File: config.mk
export PLATFORM = sky130hd
export DESIGN_NAME = shift_seq8_flat
export DESIGN_NICKNAME = d
export VERILOG_FILES = /design/src/rtl/shift_seq8_if.sv /design/src/rtl/shift_seq8.sv /design/src/flat_wrapper.sv
export SDC_FILE = /design/constraint.sdc
export NUM_CORES = 1
export LEC_CHECK = 0
export BUFFER_PORTS_ARGS = -buffer_cell sky130_fd_sc_hd__buf_4
export CAP_MARGIN = 5
export CELL_PAD_IN_SITES_DETAIL_PLACEMENT = 1
export CELL_PAD_IN_SITES_GLOBAL_PLACEMENT = 2
export CORE_MARGIN = 2
export CORE_UTILIZATION = 25
export DETAILED_ROUTE_END_ITERATION = 7
export PLACE_DENSITY = 0.8
export RECOVER_POWER = 50
export SETUP_SLACK_MARGIN = 0.5
export SLEW_MARGIN = 15
export SYNTH_ARGS = -nofsm -noshare
export SYNTH_HDL_FRONTEND = slang
export SYNTH_SLANG_ARGS = --single-unit
File: constraint.sdc
create_clock -name clk -period 0.99 [get_ports clk]
set_input_delay 0.099 -clock clk [delete_from_list [all_inputs] [get_ports clk]]
set_output_delay 0.099 -clock clk [all_outputs]
set_load 0.01 [all_outputs]
File: src/rtl/shift_seq8_if.sv
// Request/result bundle of the 8-bit multi-cycle shifter.
// master drives a request, slave performs it and returns result and status.
interface shift_seq8_if;
  logic       start;
  logic       dir;
  logic [2:0] amount;
  logic [7:0] din;
  logic [7:0] q;
  logic       busy;
  logic       done;
  logic       zero;

  modport master (
    output start, dir, amount, din,
    input  q, busy, done, zero
  );

  modport slave (
    input  start, dir, amount, din,
    output q, busy, done, zero
  );
endinterface

File: src/rtl/shift_seq8.sv
// Multi-cycle logical shifter: loads an 8-bit operand and shifts it one bit
// per clock, left or right, for 0..7 steps. It pulses done when q is final.
module shift_seq8 (
  input  logic              clk,
  input  logic              rst_n,
  shift_seq8_if.slave       bus
);

  typedef enum logic [1:0] {
    IDLE  = 2'd0,
    SHIFT = 2'd1,
    DONE  = 2'd2
  } state_t;

  state_t     state_reg;
  logic [7:0] q_reg;
  logic [2:0] cnt_reg;
  logic       dir_reg;

  // Single FSM holding the state, operand, remaining step count and the
  // latched direction. Requests are only taken in IDLE or DONE.
  always_ff @(posedge clk or negedge rst_n) begin
    if (!rst_n) begin
      state_reg <= IDLE;
      q_reg     <= 8'h00;
      cnt_reg   <= 3'd0;
      dir_reg   <= 1'b0;
    end else begin
      case (state_reg)
        IDLE, DONE: begin
          if (bus.start) begin
            q_reg     <= bus.din;
            cnt_reg   <= bus.amount;
            dir_reg   <= bus.dir;
            state_reg <= (bus.amount != 3'd0) ? SHIFT : DONE;
          end else begin
            // DONE only lasts one cycle; IDLE just holds q
            state_reg <= IDLE;
          end
        end
        SHIFT: begin
          // start is ignored here; the latched direction steers the step
          if (dir_reg) begin
            q_reg <= {q_reg[6:0], 1'b0};
          end else begin
            q_reg <= {1'b0, q_reg[7:1]};
          end
          cnt_reg <= cnt_reg - 3'd1;
          if (cnt_reg == 3'd1) begin
            state_reg <= DONE;
          end
        end
        default: begin
          state_reg <= IDLE;
        end
      endcase
    end
  end

  // Status decodes straight off the state register, so they are glitch-free
  assign bus.busy = (state_reg == SHIFT);
  assign bus.done = (state_reg == DONE);
  assign bus.q    = q_reg;
  // zero follows q every cycle, including intermediate shift values
  assign bus.zero = (q_reg == 8'h00);

endmodule

File: src/flat_wrapper.sv
// flat-port wrapper written by rule: the top's interface ports become plain ports
module shift_seq8_flat 
  (clk, rst_n, bus_start, bus_dir, bus_amount, bus_din, bus_q, bus_busy, bus_done, bus_zero);
  shift_seq8_if bus_i ();
  input  logic clk;
  input  logic rst_n;
  input wire logic [$bits(bus_i.start)-1:0] bus_start;
  input wire logic [$bits(bus_i.dir)-1:0] bus_dir;
  input wire logic [$bits(bus_i.amount)-1:0] bus_amount;
  input wire logic [$bits(bus_i.din)-1:0] bus_din;
  output wire logic [$bits(bus_i.q)-1:0] bus_q;
  output wire logic [$bits(bus_i.busy)-1:0] bus_busy;
  output wire logic [$bits(bus_i.done)-1:0] bus_done;
  output wire logic [$bits(bus_i.zero)-1:0] bus_zero;
  assign bus_i.start = bus_start;
  assign bus_i.dir = bus_dir;
  assign bus_i.amount = bus_amount;
  assign bus_i.din = bus_din;
  assign bus_q = bus_i.q;
  assign bus_busy = bus_i.busy;
  assign bus_done = bus_i.done;
  assign bus_zero = bus_i.zero;
  shift_seq8 u_core (.clk(clk), .rst_n(rst_n), .bus(bus_i));
endmodule
==> flow_metrics.py <==
metrics = {
    "routing": {
        "via_per_inst": 4.70,
        "drtIter0Drc": 14,
        "drc": 0,
        "vias": 888,
        "wl_per_cell_um": 14.7,
        "drt_pre_antenna_iters": 3,
        "final_antenna_net_count": 0,
        "wl_mm": 2.78,
    },
    "critical_path": {
        "slowest_stage": "or4_1",
        "slowest_delay_ps": 540,
        "worstSetupStartpoint": "u_core.bus.q[3]",
        "crit_arrival_ps": 1440,
        "reg2reg_to": "u_core.bus.q[2]",
        "crit_path_cell_trace": "or4_1 -> nor2_2 -> buf_4",
        "r2r_setup_slack_ps": -210,
        "cp_data_required_time_ps": 890,
        "reg2reg_depth": 5,
        "startpoint_type": "flop",
        "critPathCaptureType": "output pin",
        "rr_startpoint": "u_core.bus.q[1]",
        "critPathMaxFanout": 2,
        "worstSetupPathType": "flop to output pin",
    },
    "hold_path": {
        "holdCritStartpoint": "bus_dir",
        "hold_class": "primary input to flop",
        "whs_endpoint": "u_core.dir_reg",
        "min_delay_path_depth": 3,
    },
    "clock_tree": {
        "cts_tree": "yes",
        "path_clk_slew_ps": 80,
        "numCtsBuffers": 3,
        "root_buffer": "clkbuf_4",
        "cts_sinks": 14,
        "h-tree-depth": 1,
        "clk_path_buf_depth": 2,
        "clk_latency_ps": 280,
    },
    "status": {
        "violations": "negative setup slack",
        "status": "finished, violations left",
    },
    "placed_design": {
        "gp_congestion": 0.768,
        "dp_cells": 168,
        "portBuffers": 25,
        "dp_hpwl_mm": 1.69,
        "dpl-instance-area_um2": 1210,
    },
    "synthesis": {
        "syn_nets": 102,
        "yosysWarnings": 0,
        "synth.area.top_cells": "dfrtp_1 (45%), nand2_1 (9.1%), a31oi_1 (6.4%), a211oi_1 (5.7%), nor2b_1 (5.6%)",
        "synthFlopType": "dfrtp_1",
        "netlist_area_um2": 786,
        "synth.most_common_cell": "nand2_1",
        "synth_cells": 85,
        "postSynthAreaPerCell_um2": 9.24,
        "yosys-top-cells-count": "nand2_1 (19), dfrtp_1 (14), a31oi_1 (8)",
        "async_flop_share_pct": 100,
        "ys_seq_elements": 14,
        "ys_seq_area_share_pct": 44.6,
        "synth_area_leader_cell": "dfrtp_1",
        "ys_types": 26,
        "synth_top_area_share_pct": 44.6,
        "synth_edf_count": 0,
    },
    "cells_and_area": {
        "instances_no_fill": 189,
        "num_antenna_cells": 0,
        "fin_nets": 163,
        "largest_reg_flops": 8,
        "final_area_um2": 1590,
        "layout-drive-gt1-share_pct": 69.7,
        "synthToLayoutAreaGrowth_pct": 103,
    },
    "timing": {
        "hold_viol_final": 0,
        "final.setup.tns_ps": -3160,
        "holdWs_ps": 33.7,
        "fin_skew_ps": 1.09,
        "setup_violations": 24,
        "maxSlewViolCount": 0,
        "rsz0062_at_grt": "true",
        "period_share_pct": 156,
        "fin_ws_ps": -552,
        "fmax_mhz": 648,
        "tightest_slew_ps": 369,
        "maxSlewHeadroom_pct": 75.4,
        "min_period_ps": 1540,
    },
    "grt": {
        "grt_pass1_wl_mm": 3.99,
        "grt_pass1_vias": 897,
        "antenna_found_initial": 0,
        "grtUsageTotal_pct": 15.2,
        "grt_max_degree": 15,
        "grt_overflow": 0,
    },
    "die": {
        "ios": 26,
        "core_um2": 3030,
        "fp.dieW_um": 60.1,
        "die_area_um2": 3610,
        "rows": 20,
        "initial_utilization_pct": 26.0,
        "die_h_um": 60.1,
    },
    "pwr": {
        "leakagePower_uw": 0.000717,
        "p_per_area_nw_per_um2": 3660,
        "fin_total_pwr_uw": 5840,
        "ir_drop_mv": 1.72,
    },
    "run": {
        "max_cap_violations": 0,
    },
}
[worst max-delay path by stage]
stage	end	slack, ps	cells after the start
final	bus_zero	-550	3
after global routing	bus_zero	-600	3
after CTS	bus_zero	-540	3
after detailed placement	bus_zero	-240	3
after global placement	bus_zero	-230	3
after floorplan	bus_zero	-210	2
[placed cells by master (no fill, tap or decap), types with 3 or more instances in the layout]
| cell type | synthesis | routed |
|---|---|---|
| nor2b_4 | 1 | 3 |
| dfrtp_1 | 14 | 12 |
| inv_2 | 0 | 3 |
| nand2_2 | 0 | 6 |
| nand2_1 | 19 | 13 |
| clkbuf_4 | 0 | 3 |
| a211oi_2 | 0 | 5 |
| buf_4 | 1 | 29 |
| nor2b_1 | 7 | 4 |
| buf_6 | 2 | 27 |
| a31oi_1 | 8 | 7 |
[per-layer routing]
metal,global-route usage (%),vias up,part of all wire (%),routed length (um)
met5,0,-,0,0
met3,4.98,2,3.9,108
met4,1.90,0,0.36,10
met1,16.8,441,38,1050
li1,-,424,-,-
met2,28.7,21,58,1610
[area by class of cell]
type / count / area (um^2)
fill: 336 / 1430
timing repair buffer: 61 / 602
multi-input combinational: 61 / 527
sequential: 14 / 353
tap: 44 / 55.1
clock buffer: 4 / 36.3
inverter: 5 / 21.3
[power by group]
group | switching (uW) | internal (uW) | total [uW]
Clock | 191 | 224 | 415
Sequential | 329 | 885 | 1210
Combinational | 1730 | 2480 | 4210
Total | 2250 | 3590 | 5840
[per-stage QoR]
| stage | setup WS, ps | utilization (%) |
|---|---|---|
| 6_report | -552 | 52.6 |
| 5_1_grt | -597 | 52.6 |
| 4_1_cts | -543 | 47.8 |
| 3_5_place_dp | -239 | 40.0 |
| 3_3_place_gp | -232 | 40.0 |
| 2_1_floorplan | -212 | - |
[logic make-up after synthesis]
group                      after synthesis  share of synthesized area [%]
AOI/OAI and AO/OA                       24                           21.5
adders and majority gates                2                           3.18
buffers and inverters                   10                           7.48
DFF                                     14                           44.6
and+or+nand+nor                         35                           23.2
[timing repair]
| action | CTS | global route |
|---|---|---|
| hold buffers | 1 | 0 |
| hold endpoints to repair | 14 | 0 |
| cloned | 0 | 1 |
| setup endpoints to repair | 25 | 25 |
| gates resized for setup | 32 | 20 |
| pin swaps | 18 | 9 |
| buffers inserted | 10 | 5 |
[critical path: cells and delay by family (launching register included)]
kind	cells	cell delay, ps
buffers and inverters	1	120
flip-flops	1	380
AND/OR/NAND/NOR	2	660
Note: power is estimated with default switching activity, not from simulation.
